`src/rtl/mem_arb_pkg.sv`:
```
// rtl/mem_arb_pkg.sv - shared types and constants for the memory port arbiter
package mem_arb_pkg;

  typedef enum logic [1:0] {
    ST_IDLE   = 2'd0,
    ST_ACCESS = 2'd1,
    ST_DONE   = 2'd2
  } arb_state_t;

  localparam logic REQ_CPU = 1'b0;
  localparam logic REQ_DMA = 1'b1;

  // Width of the read latency down-counter; it must hold READ_LAT itself.
  function automatic int lat_cnt_w(input int read_lat);
    return (read_lat < 1) ? 1 : $clog2(read_lat + 1);
  endfunction

endpackage

```
`src/rtl/mem_arbiter_arb_rr2.sv`:
```
// rtl/mem_arbiter_arb_rr2.sv - two-way round-robin grant with last-winner pointer
module arb_rr2
  import mem_arb_pkg::*;
(
  input  logic       clock,
  input  logic       resetn,
  input  logic [1:0] req,
  input  logic       update,
  output logic       grant_valid,
  output logic       grant_idx
);

  logic last;

  // Under contention the requester that did not win last time goes first.
  always_comb begin
    grant_valid = |req;
    case (req)
      2'b01:   grant_idx = REQ_CPU;
      2'b10:   grant_idx = REQ_DMA;
      default: grant_idx = ~last;
    endcase
  end

  always_ff @(posedge clock or negedge resetn) begin
    if (!resetn) begin
      last <= REQ_DMA;
    end else if (update && grant_valid) begin
      last <= grant_idx;
    end
  end

endmodule

```
`src/rtl/mem_arbiter.sv`:
```
// rtl/mem_arbiter.sv - two-requester arbiter and sequencer for one synchronous memory port
module mem_arbiter
  import mem_arb_pkg::*;
#(
  parameter int DATA_W   = 16,
  parameter int ADDR_W   = 16,
  parameter int READ_LAT = 1
) (
  input  logic              clock,
  input  logic              resetn,
  input  logic              req0,
  input  logic              req1,
  input  logic              we0,
  input  logic              we1,
  input  logic [ADDR_W-1:0] addr0,
  input  logic [ADDR_W-1:0] addr1,
  input  logic [DATA_W-1:0] wdata0,
  input  logic [DATA_W-1:0] wdata1,
  output logic              ack0,
  output logic              ack1,
  output logic [DATA_W-1:0] rdata,
  output logic [ADDR_W-1:0] mem_addr,
  output logic              mem_we,
  output logic [DATA_W-1:0] mem_wdata,
  input  logic [DATA_W-1:0] mem_rdata,
  output logic              busy
);

  localparam int CNT_W = lat_cnt_w(READ_LAT);

  arb_state_t        state;
  logic              owner;
  logic              is_wr;
  logic [CNT_W-1:0]  cnt;
  logic              grant_valid;
  logic              grant_idx;
  logic              sel_we;
  logic [ADDR_W-1:0] sel_addr;
  logic [DATA_W-1:0] sel_wdata;

  arb_rr2 u_rr (
    .clock       (clock),
    .resetn      (resetn),
    .req         ({req1, req0}),
    .update      (state == ST_IDLE),
    .grant_valid (grant_valid),
    .grant_idx   (grant_idx)
  );

  always_comb begin
    sel_we    = we0;
    sel_addr  = addr0;
    sel_wdata = wdata0;
    if (grant_idx == REQ_DMA) begin
      sel_we    = we1;
      sel_addr  = addr1;
      sel_wdata = wdata1;
    end
  end

  // Reset clears mem_we asynchronously so an aborted write never lands.
  always_ff @(posedge clock or negedge resetn) begin
    if (!resetn) begin
      state     <= ST_IDLE;
      owner     <= REQ_CPU;
      is_wr     <= 1'b0;
      cnt       <= '0;
      mem_addr  <= '0;
      mem_we    <= 1'b0;
      mem_wdata <= '0;
      rdata     <= '0;
    end else begin
      case (state)
        ST_IDLE: begin
          if (grant_valid) begin
            owner     <= grant_idx;
            is_wr     <= sel_we;
            mem_addr  <= sel_addr;
            mem_wdata <= sel_wdata;
            mem_we    <= sel_we;
            cnt       <= sel_we ? '0 : CNT_W'(READ_LAT);
            state     <= ST_ACCESS;
          end
        end
        ST_ACCESS: begin
          if (is_wr || cnt == '0) begin
            mem_we <= 1'b0;
            if (!is_wr) begin
              rdata <= mem_rdata;
            end
            state <= ST_DONE;
          end else begin
            cnt <= cnt - CNT_W'(1);
          end
        end
        ST_DONE: begin
          state <= ST_IDLE;
        end
        default: begin
          state <= ST_IDLE;
        end
      endcase
    end
  end

  assign ack0 = (state == ST_DONE) && (owner == REQ_CPU);
  assign ack1 = (state == ST_DONE) && (owner == REQ_DMA);
  assign busy = (state != ST_IDLE);

endmodule
```
`config.mk`:
```
export PLATFORM = sky130hd
export DESIGN_NAME = mem_arbiter
export DESIGN_NICKNAME = d
export VERILOG_FILES = /design/src/rtl/mem_arb_pkg.sv /design/src/rtl/mem_arbiter_arb_rr2.sv /design/src/rtl/mem_arbiter.sv
export SDC_FILE = /design/constraint.sdc
export NUM_CORES = 1
export LEC_CHECK = 0
export CORE_MARGIN = 4
export CORE_UTILIZATION = 39
export CTS_CLUSTER_SIZE = 28
export DETAILED_ROUTE_END_ITERATION = 8
export GPL_TIMING_DRIVEN = 0
export PLACE_DENSITY = 0.8
export SYNTH_ARGS = -nofsm -noshare
export SYNTH_HDL_FRONTEND = slang
export SYNTH_SLANG_ARGS = --single-unit
```
`constraint.sdc`:
```
create_clock -name clock -period 1.79 [get_ports clock]
set_input_delay 0.2685 -clock clock [delete_from_list [all_inputs] [get_ports clock]]
set_output_delay 0.2685 -clock clock [all_outputs]
set_load 0.01 [all_outputs]
```
==> impl_metrics.toml <==
[power]
peakVddDrop_uv = 629
share_seq_of_total_power_pct = 34.5
p_clk_share_pct = 10.3
power_density_nw_per_um2 = 1530
netSwitchingFraction_pct = 35.5
p_int_uw = 4180
p_leak_uw = 0.00176
power.switching_uw = 2300
p_comb_share_pct = 55.2

[worst_setup_path]
crit_type = "register to register"
crit_arrival_ps = 1920
worstPathRequired_ps = 1980
critPathCaptureType = "register"
worstPathMaxFanout = 10
startpoint_type = "register"

[sta]
fin_hold_ws_ps = 512
timing.fmax_mhz = 579
min_period_ps = 1730
tightestPinTransition_ps = 661
post-route-period-util_pct = 96.5
setup_viol = 0
maxSlewHeadroom_pct = 55.9
drv_slew = 0
skew_ps = 4.54
finalHoldViolCount = 0

[worst_hold_path]
hold_path.class = "register to register"

[route]
wl_per_cell_um = 16.0
drt-initial-drc-count = 102
via_count = 2506
viasPerCell = 5.20
detail_route.wirelength_mm = 7.72
drtPass1Iterations = 4
drc = 0
ant_nets = 0

[floorplanning]
rows = 29
die_w_um = 89.7
die_y_um = 89.7
ios = 138
core_um2 = 6420
initial_utilization_pct = 40.6
die-area_um2 = 8050

[global_route]
antenna_found_initial = 0
grt_overflow_total = 0
grt_pass1_wl_mm = 12.7
grt_max_degree = 30
use_met1_pct = 23.7
grt_use_met3_pct = 6.26
grt_busiest_layer = "met2"
track_usage_pct = 19.1
grt_pass1_vias = 2605
gr-usage-met2_pct = 32.8

[clocking]
clk_path_buf_depth = 2
ctsRootBufferMaster = "clkbuf_8"
cts_tree = "done"
cts_htree_levels = 2
clk_latency_ps = 300
cts_buffers = 5
clock-sinks = 55
clk_pin_slew_ps = 90
postCtsSetupRepairBufs = 0

[place]
io_buffers = 137
dpl.hpwl_mm = 5.87
place_congestion = 0.730
dpl_cell_area_um2 = 4090

[run_status]
status = "finished clean"

[synthesis]
syn_inst = 260
syn_nets = 348
synth_cell_types = 29
yosys_warnings = 0
yosysSeqAreaShare_pct = 52.9
netlist_area_um2 = 2610
avgSynthCellArea_um2 = 10.0
synth_seq_cells = 55

[cells_and_area]
final_common_cell = "clkdlybuf4s50_1"
fin_nets = 492
final_cell_mix = "clkdlybuf4s50_1 (133), dfrtp_1 (54), nand3_1 (35), o21ai_0 (35), nor2_1 (35)"
area_growth_pct = 62.5
drive_gt1_share_pct = 14.8
final_cell_area_um2 = 4230
diodes = 0

[flow_run]
maxCapViolations = 0
==> power by group through the flow <==
stage               Combinational [µW]  Clock (µW)  Sequential [µW]
detailed placement                3580           0             2260
CTS                               3590         687             2240
global route                      3900         748             2330
finish                            3580         666             2240
global placement                  3510           0             2220
floorplan                         1540           0             2500
==> Yosys cell counts (all sizes together) <==
cell type | instances | area (µm²)
dfrtp | 54 | 1350
nor2 | 36 | 151
nand3 | 35 | 175
o21ai | 35 | 175
a31oi | 32 | 200
mux2 | 17 | 229
clkbuf | 15 | 56.3
buf | 10 | 71.3
nand2 | 4 | 15.0
nor2b | 3 | 18.8
ha | 2 | 25.0
inv | 2 | 7.51
nand2b | 2 | 12.5
nor4b | 2 | 17.5
a21oi | 1 | 5.00
and3 | 1 | 6.26
and3b | 1 | 10.0
dfstp | 1 | 26.3
nor3 | 1 | 5.00
nor3b | 1 | 7.51
o211ai | 1 | 7.51
or2 | 1 | 6.26
or2b | 1 | 7.51
or3 | 1 | 7.51
or3b | 1 | 11.3
==> logic make-up (layout without fill, tap and decap cells) <==
group | Yosys count | in the layout | share of synthesized area (%)
adders and majority gates | 2 | 2 | 0.960
muxes | 17 | 17 | 8.79
DFF | 55 | 55 | 52.9
buffers and inverters | 27 | 172 | 5.18
AOI/OAI and AO/OA | 69 | 69 | 14.9
and+or+nand+nor | 90 | 90 | 17.3
==> registers in the layout, indices dropped and copies added, names as in the netlist <==
name and flops:
cnt 1, is_wr 1, mem_addr 16, mem_wdata 16, mem_we 1, owner 1, rdata 16, state 2
u_rr.last 1
==> what timing repair did <==
item                                    CTS  global route
gates resized for setup                  20            16
gates cloned                              0             0
endpoints found under the setup margin   35            32
pin swaps                                 0             0
hold buffers                              1             0
endpoints found under the hold margin    25             0
==> critical path: stages (launching register included) <==
cell and delay, ps:
dfrtp_1 360, buf_2 160, or3b_4 440, nor2_8 170
buf_12 170, mux2_4 300
==> final timing paths <==
path	end	start	cells past startpoint	slack, ps
setup reg to reg	rdata[8]	state[1]	5	60
hold reg to reg	rdata[10]	rdata[10]	1	510
hold / removal	rdata[10]	rdata[10]	1	510
setup / recovery	rdata[8]	state[1]	5	60
max in group asynchronous	mem_wdata[6]	resetn	3	690
min in group asynchronous	rdata[12]	resetn	2	520
==> stage by stage <==
step / worst slack (ps) / power [µW] / setup TNS [ps] / std cells / utilization, %
3_5_place_dp: -575 / 5840 / -18200 / 475 / 63.7
3_3_place_gp: -1230 / 5740 / -82880 / 474 / 63.4
4_1_cts: 6.89 / 6520 / 0 / 482 / 65.4
2_1_floorplan: 164 / 4040 / 0 / 260 / -
6_report: 62.7 / 6490 / 0 / 482 / 65.9
5_1_grt: -24.4 / 6980 / -68.8 / 482 / 65.9
==> routing by layer <==
metal	wire (µm)	part of all wire, %	vias to the layer above
li1	-	-	1209
met1	3230	42	1186
met2	3760	49	106
met3	664	8.6	5
met4	59	0.76	0
met5	0	0	-
==> layout make-up <==
type | count | area (µm²)
Buffer | 23 | 155
Clock buffer | 5 | 68.8
Clock inverter | 3 | 15.0
Fill cell | 552 | 2190
Inverter | 2 | 7.51
Multi-Input combinational cell | 178 | 1120
Sequential cell | 55 | 1380
Tap cell | 77 | 96.3
Timing Repair Buffer | 139 | 1390
Power figures use the tool's default switching activity.
